### src/rtl/hart_loop_det.sv
// Per-hart self-loop detector: flags a halt when the same PC retires
// LOOP_LIMIT times in a row (the jal x0,0 idiom used to park a core).
module hart_loop_det #(
   parameter int XLEN       = 32,
   parameter int LOOP_LIMIT = 8
) (
   input  logic            clk,
   input  logic            reset,
   input  logic            clear,
   input  logic            retire_valid,
   input  logic [XLEN-1:0] retire_pc,
   output logic            halt,
   output logic [XLEN-1:0] halt_pc
);

   localparam int CW = $clog2(LOOP_LIMIT + 1);

   logic [XLEN-1:0] pc_q, pc_d;
   logic [CW-1:0]   cnt_q, cnt_d;
   logic            same_pc;

   assign same_pc = (retire_pc == pc_q);

   always_ff @(posedge clk or posedge reset) begin
      if (reset) begin
         pc_q  <= '0;
         cnt_q <= '0;
      end else begin
         pc_q  <= pc_d;
         cnt_q <= cnt_d;
      end
   end

   always_comb begin
      pc_d  = pc_q;
      cnt_d = cnt_q;
      if (clear) begin
         pc_d  = '0;
         cnt_d = '0;
      end else if (retire_valid) begin
         if (same_pc) begin
            if (cnt_q != CW'(LOOP_LIMIT)) cnt_d = cnt_q + 1'b1;
         end else begin
            pc_d  = retire_pc;
            cnt_d = CW'(1);
         end
      end
   end

   // Fires in the cycle of the LOOP_LIMIT-th retire, not one cycle later.
   always_comb begin
      halt    = !clear && retire_valid && same_pc && (cnt_q >= CW'(LOOP_LIMIT - 1));
      halt_pc = retire_pc;
   end

endmodule

### config.mk
export PLATFORM = sky130hd
export DESIGN_NAME = hart_loop_det
export DESIGN_NICKNAME = d
export VERILOG_FILES = /design/src/rtl/hart_loop_det.sv
export SDC_FILE = /design/constraint.sdc
export NUM_CORES = 1
export LEC_CHECK = 0
export CAP_MARGIN = 20
export CORE_MARGIN = 2
export CORE_UTILIZATION = 48
export DETAILED_ROUTE_END_ITERATION = 10
export PLACE_DENSITY = 0.8
export SYNTH_ARGS = -nofsm -noshare
export SYNTH_HDL_FRONTEND = slang
export SYNTH_SLANG_ARGS = --single-unit
export TNS_END_PERCENT = 5
### constraint.sdc
create_clock -name clk -period 2 [get_ports clk]
set_input_delay 0.3 -clock clk [delete_from_list [all_inputs] [get_ports clk]]
set_output_delay 0.3 -clock clk [all_outputs]
set_load 0.01 [all_outputs]
# Word-level counts from Yosys, hierarchy flattened
# Cells that the tools add are included.
# W data, S select, Z words.
[totals]
out_inout_bits = 33
inputBits = 36
reg_bits = 36
[op_classes]
n_reduce_logical = 7
n_lt_le_gt_ge = 1
addsub = 1
n_eq_ne = 4
mux = 7
[ops]
columns = ["op", "n"]
rows = [
  ["$mux W32", 3],
  ["$eq A32 B32 Y1", 1],
  ["$mux W4", 4],
  ["$add A4 B1 Y4 const B", 1],
  ["$ge A4 B3 Y1 const B", 1],
  ["$ne A4 B4 Y1 const B", 1],
  ["$reduce_and A2 Y1", 2],
  ["$logic_and A1 B1 Y1", 3],
  ["$ne A3 B2 Y1 const B", 1],
  ["$ne A2 B2 Y1 const B", 1],
  ["$reduce_bool A2 Y1", 1],
  ["$logic_not A1 Y1", 1],
]

# Logic depth before layout (Yosys ltp)
[logic_depth]
word_depth = 5
ltp_mapped = 7

# Least setup slack after synthesis
# OpenSTA, ideal clock, no wires.
[synth_timing]
kind = "reg-to-output"
from = "register pc_q[11]"
to = "output halt"
stages_incl_launch_ff = 6
arrival_ns = 1.561
required_time_ns = 1.700
path_slack_ns = 0.139
path_cell_list = "dfrtp_1 > xnor2_1 > nand4_1 > nor4_2 > nand3_1 > nor3_1"
[synth_between]
elab_chain_len = 3
[synth_rtl]
columns = ["element", "line", "text"]
rows = [
  ["from (decl)", "18", "logic [XLEN-1:0] pc_q, pc_d;"],
  ["from (signal assigned)", "29", "pc_q <= pc_d;"],
  ["$eq A32 B32 Y1", "22", "assign same_pc = (retire_pc == pc_q);"],
  ["$logic_and A1 B1 Y1 (2 in a row)", "52", "halt = !clear && retire_valid && same_pc && (cnt_q >= CW'(LOOP_LIMIT - 1));"],
  ["to (decl)", "12", "output logic halt,"],
]
# No other way between the ends.

# Worst setup path after layout
[layout_timing]
from = "register pc_q[12]"
to = "output halt"
# Same word-level chain as after synthesis.

==> results.md <==
- Clk Tree Root Cell: clkbuf_8
- CTS tree: yes
- Clock sink total: 36
- Cells taking the most area after synthesis: dfrtp_1, nand2b_1, mux2i_1
- Number of library cell types mapped by synthesis: 24
- Largest net degree at the start of global routing: 69
- Final worst path period need: 2.109 ns
- Synth warnings: 0
- Port bufs: 68
- Post-Synth XOR/XNOR Area: 11.30%
- Vias: 1870
- Final WS setup: -0.1091 ns
- Largest family of logic cells by synthesized area: simple AND/OR/NAND/NOR gates
- Cell count after placement: 381
- Post-synthesis sequential area ratio: 36.31%
- Initial antenna violation count: 0
- Synth Area in Compound Gates: 2.320%
- Worst setup EP type: primary output
- Clock skew: 0.007072 ns
- Ys async rst share: 100.0%
- Final Non-Filler Cells: 391
- Max_slew headroom: 68.68%
- Synthesized-area fraction occupied by and/or/nand/nor cells: 23.45%
- Peak Freq: 474.1 MHz
- Outcome: complete, but fails checks
- DRC: 0
- DIE AREA: 5760 µm²
- H-tree Lvls: 2
- Mux cell area share after synthesis: 12.91%
- CP Class: reg -> out
- Endpoints failing hold: 0
- Layout cell share with drive strength beyond 1: 17.45%
- Violated checks: setup timing
- Power per cell area: 508.6 nW/µm²
- Net Count, Synth: 288
- First DRT Iteration DRCs: 140
- Arr. time, crit path: 1.81 ns
- Worst Max-Slew Pin Slew: 0.4698 ns
- HPWL Detailed: 3.940 mm
- Synth Area in Adders: 1.009%
- Synth top area share: 36.31%
- Chip width: 75.90 µm
- CP required: 1.70 ns
- Register bit count reported by yosys: 36
- Vias per inst: 4.783
- GRT Util Overall: 20.06%
- # hold bufs at CTS: 0
- Clk_lat worst skew: 0.29 ns
- Drt pass-1 iters: 4
- CP Launch Type: register
- Syn avg cell area: 9.925 µm²
- Number of flops mapped to enable cells by yosys: 0
- Max_cap viols: 0
- Initial Utilization: 49.21%
- FILL cells: 412
- Routed Antenna Nets: 0
- Final period utilization: 105.5%
- DIE HEIGHT: 75.90 µm
- Prevailing post-synth register cell: dfrtp_1
- Grt total ovfl: 0
- Gate Count Post-Synth: 250
- Final #Nets: 359
- Core area: 5042 µm²
- Ant diodes: 0
- Clk slew on worst S/H paths: 0.07 ns
- Final setup vio count: 1
- Synthesized area: 2481 µm²
- CP max FO: 2
- FF/Latch Area: 900.9 µm²
- Row count: 26
- Yosys top cell by area: dfrtp_1
- Area occupied by multi-input gates: 1333 µm²
- GP Congestion: 0.8184
- Maximum buffer depth of the clock tree: 2
- Vias in the first global route: 1934
- Peak supply drop: 0.3496 mV
- DRT Wirelength: 5.338 mm
- Leakage power total: 0.001605 µW
- Area grow syn2layout: 37.37%
- Num ports: 69
- Fin. max-slew vios: 0
- Global-route wire length before repair: 8.638 mm
- Routed length per instance: 13.65 µm
- Hold Crit Class: in -> reg
- Hold Slack: 0.3649 ns
- CTS Buf Count: 5
- RSZ-0062 raised after global routing: true
==> metrics by stage <==
step	setup WS (ns)	area (µm²)	TNS, ns	total power, µW	utilization [%]
2_1_floorplan	0.1393	2481	0	1059	-
3_3_place_gp	-0.6552	3248	-6.233	1253	64.42
3_5_place_dp	-0.6451	3248	-7.505	1264	64.42
4_1_cts	-0.1949	3329	-0.1949	1745	66.03
5_1_grt	-0.1895	3408	-0.2627	1824	67.59
6_report	-0.1091	3408	-0.1091	1734	67.59
==> cells in the mapped netlist, types with 2 or more instances <==
cell type and count:
nor2_1 4, mux2i_1 32, buf_4 32, dfrtp_1 36
ha_1 2, nand2b_1 67, o211ai_1 2, nand3_1 4
nand4_1 9, xnor2_1 32, nor3_1 2, clkbuf_1 8
buf_6 3, and3_1 2, inv_1 3, a21oi_1 3
nor4_2 2
==> flip-flops by register name (all words and copies together), names as in the netlist <==
register  flops
pc_q         32
cnt_q         4
==> final cells by class <==
cell class,count,share of cell area (%)
clock inverters,1,0.1468
repair buffers,107,29.30
clock buffers,6,2.129
flip-flops and latches,36,26.43
multi-input cells,168,39.10
inverters,3,0.3304
well taps,70,2.570
==> power by group <==
group | leakage (µW) | internal, µW | switching (µW)
logic | 0.00108 | 266 | 183
clock network | 0.0000410 | 237 | 249
registers | 0.000479 | 768 | 31.3
==> layer usage <==
| metal | up-vias | GRT usage, % | share of wire [%] |
|---|---|---|---|
| li1 | 928 | - | - |
| met1 | 883 | 25.02 | 44 |
| met2 | 52 | 33.91 | 49 |
| met3 | 7 | 5.688 | 5.9 |
| met4 | 0 | 5.653 | 1.4 |
| met5 | - | 0 | 0 |
==> cells by family after synthesis <==
| group | Yosys count |
|---|---|
| buffers and inverters | 46 |
| AOI/OAI and AO/OA | 8 |
| xor gates and xnor gates | 32 |
| muxes | 32 |
| and+or+nand+nor | 94 |
| DFF | 36 |
| adders and majority gates | 2 |
==> what timing repair did <==
action,4_1_cts,5_1_grt
pin swaps,11,14
gates resized for setup,26,14
setup buffers,0,3
setup endpoints to repair,1,1
cloned,0,0
==> placed cells by master (no fill, tap or decap), types with 3 or more instances in the layout <==
cell type,count
dfrtp_1,36
inv_1,3
nand4_1,9
xnor2_1,27
nand3_1,4
buf_4,36
a21oi_1,3
clkdlybuf4s50_1,41
xnor2_2,5
nand2b_1,67
dlymetal6s2s_1,9
dlygate4sd2_1,17
nor2_1,4
clkbuf_8,5
mux2i_1,32
==> worst max-delay path: stages, from the launching register on <==
cell	delay (ns)
dfrtp_1	0.39
xnor2_1	0.16
nand4_1	0.21
nor4_4	0.36
nand3_1	0.12
nor3_2	0.11
buf_2	0.16
==> worst paths after layout <==
check,start,cells after the start,end,slack [ns]
min in group asynchronous,reset,3,pc_q[23],0.41
max in group asynchronous,reset,3,pc_q[16],1.25
setup / recovery,pc_q[12],6,halt,-0.11
hold reg to reg,pc_q[27],2,pc_q[27],0.56
setup reg to reg,pc_q[12],8,pc_q[22],0.05
hold / removal,retire_pc[3],3,pc_q[3],0.36
Note: power is estimated with default switching activity, not from simulation.
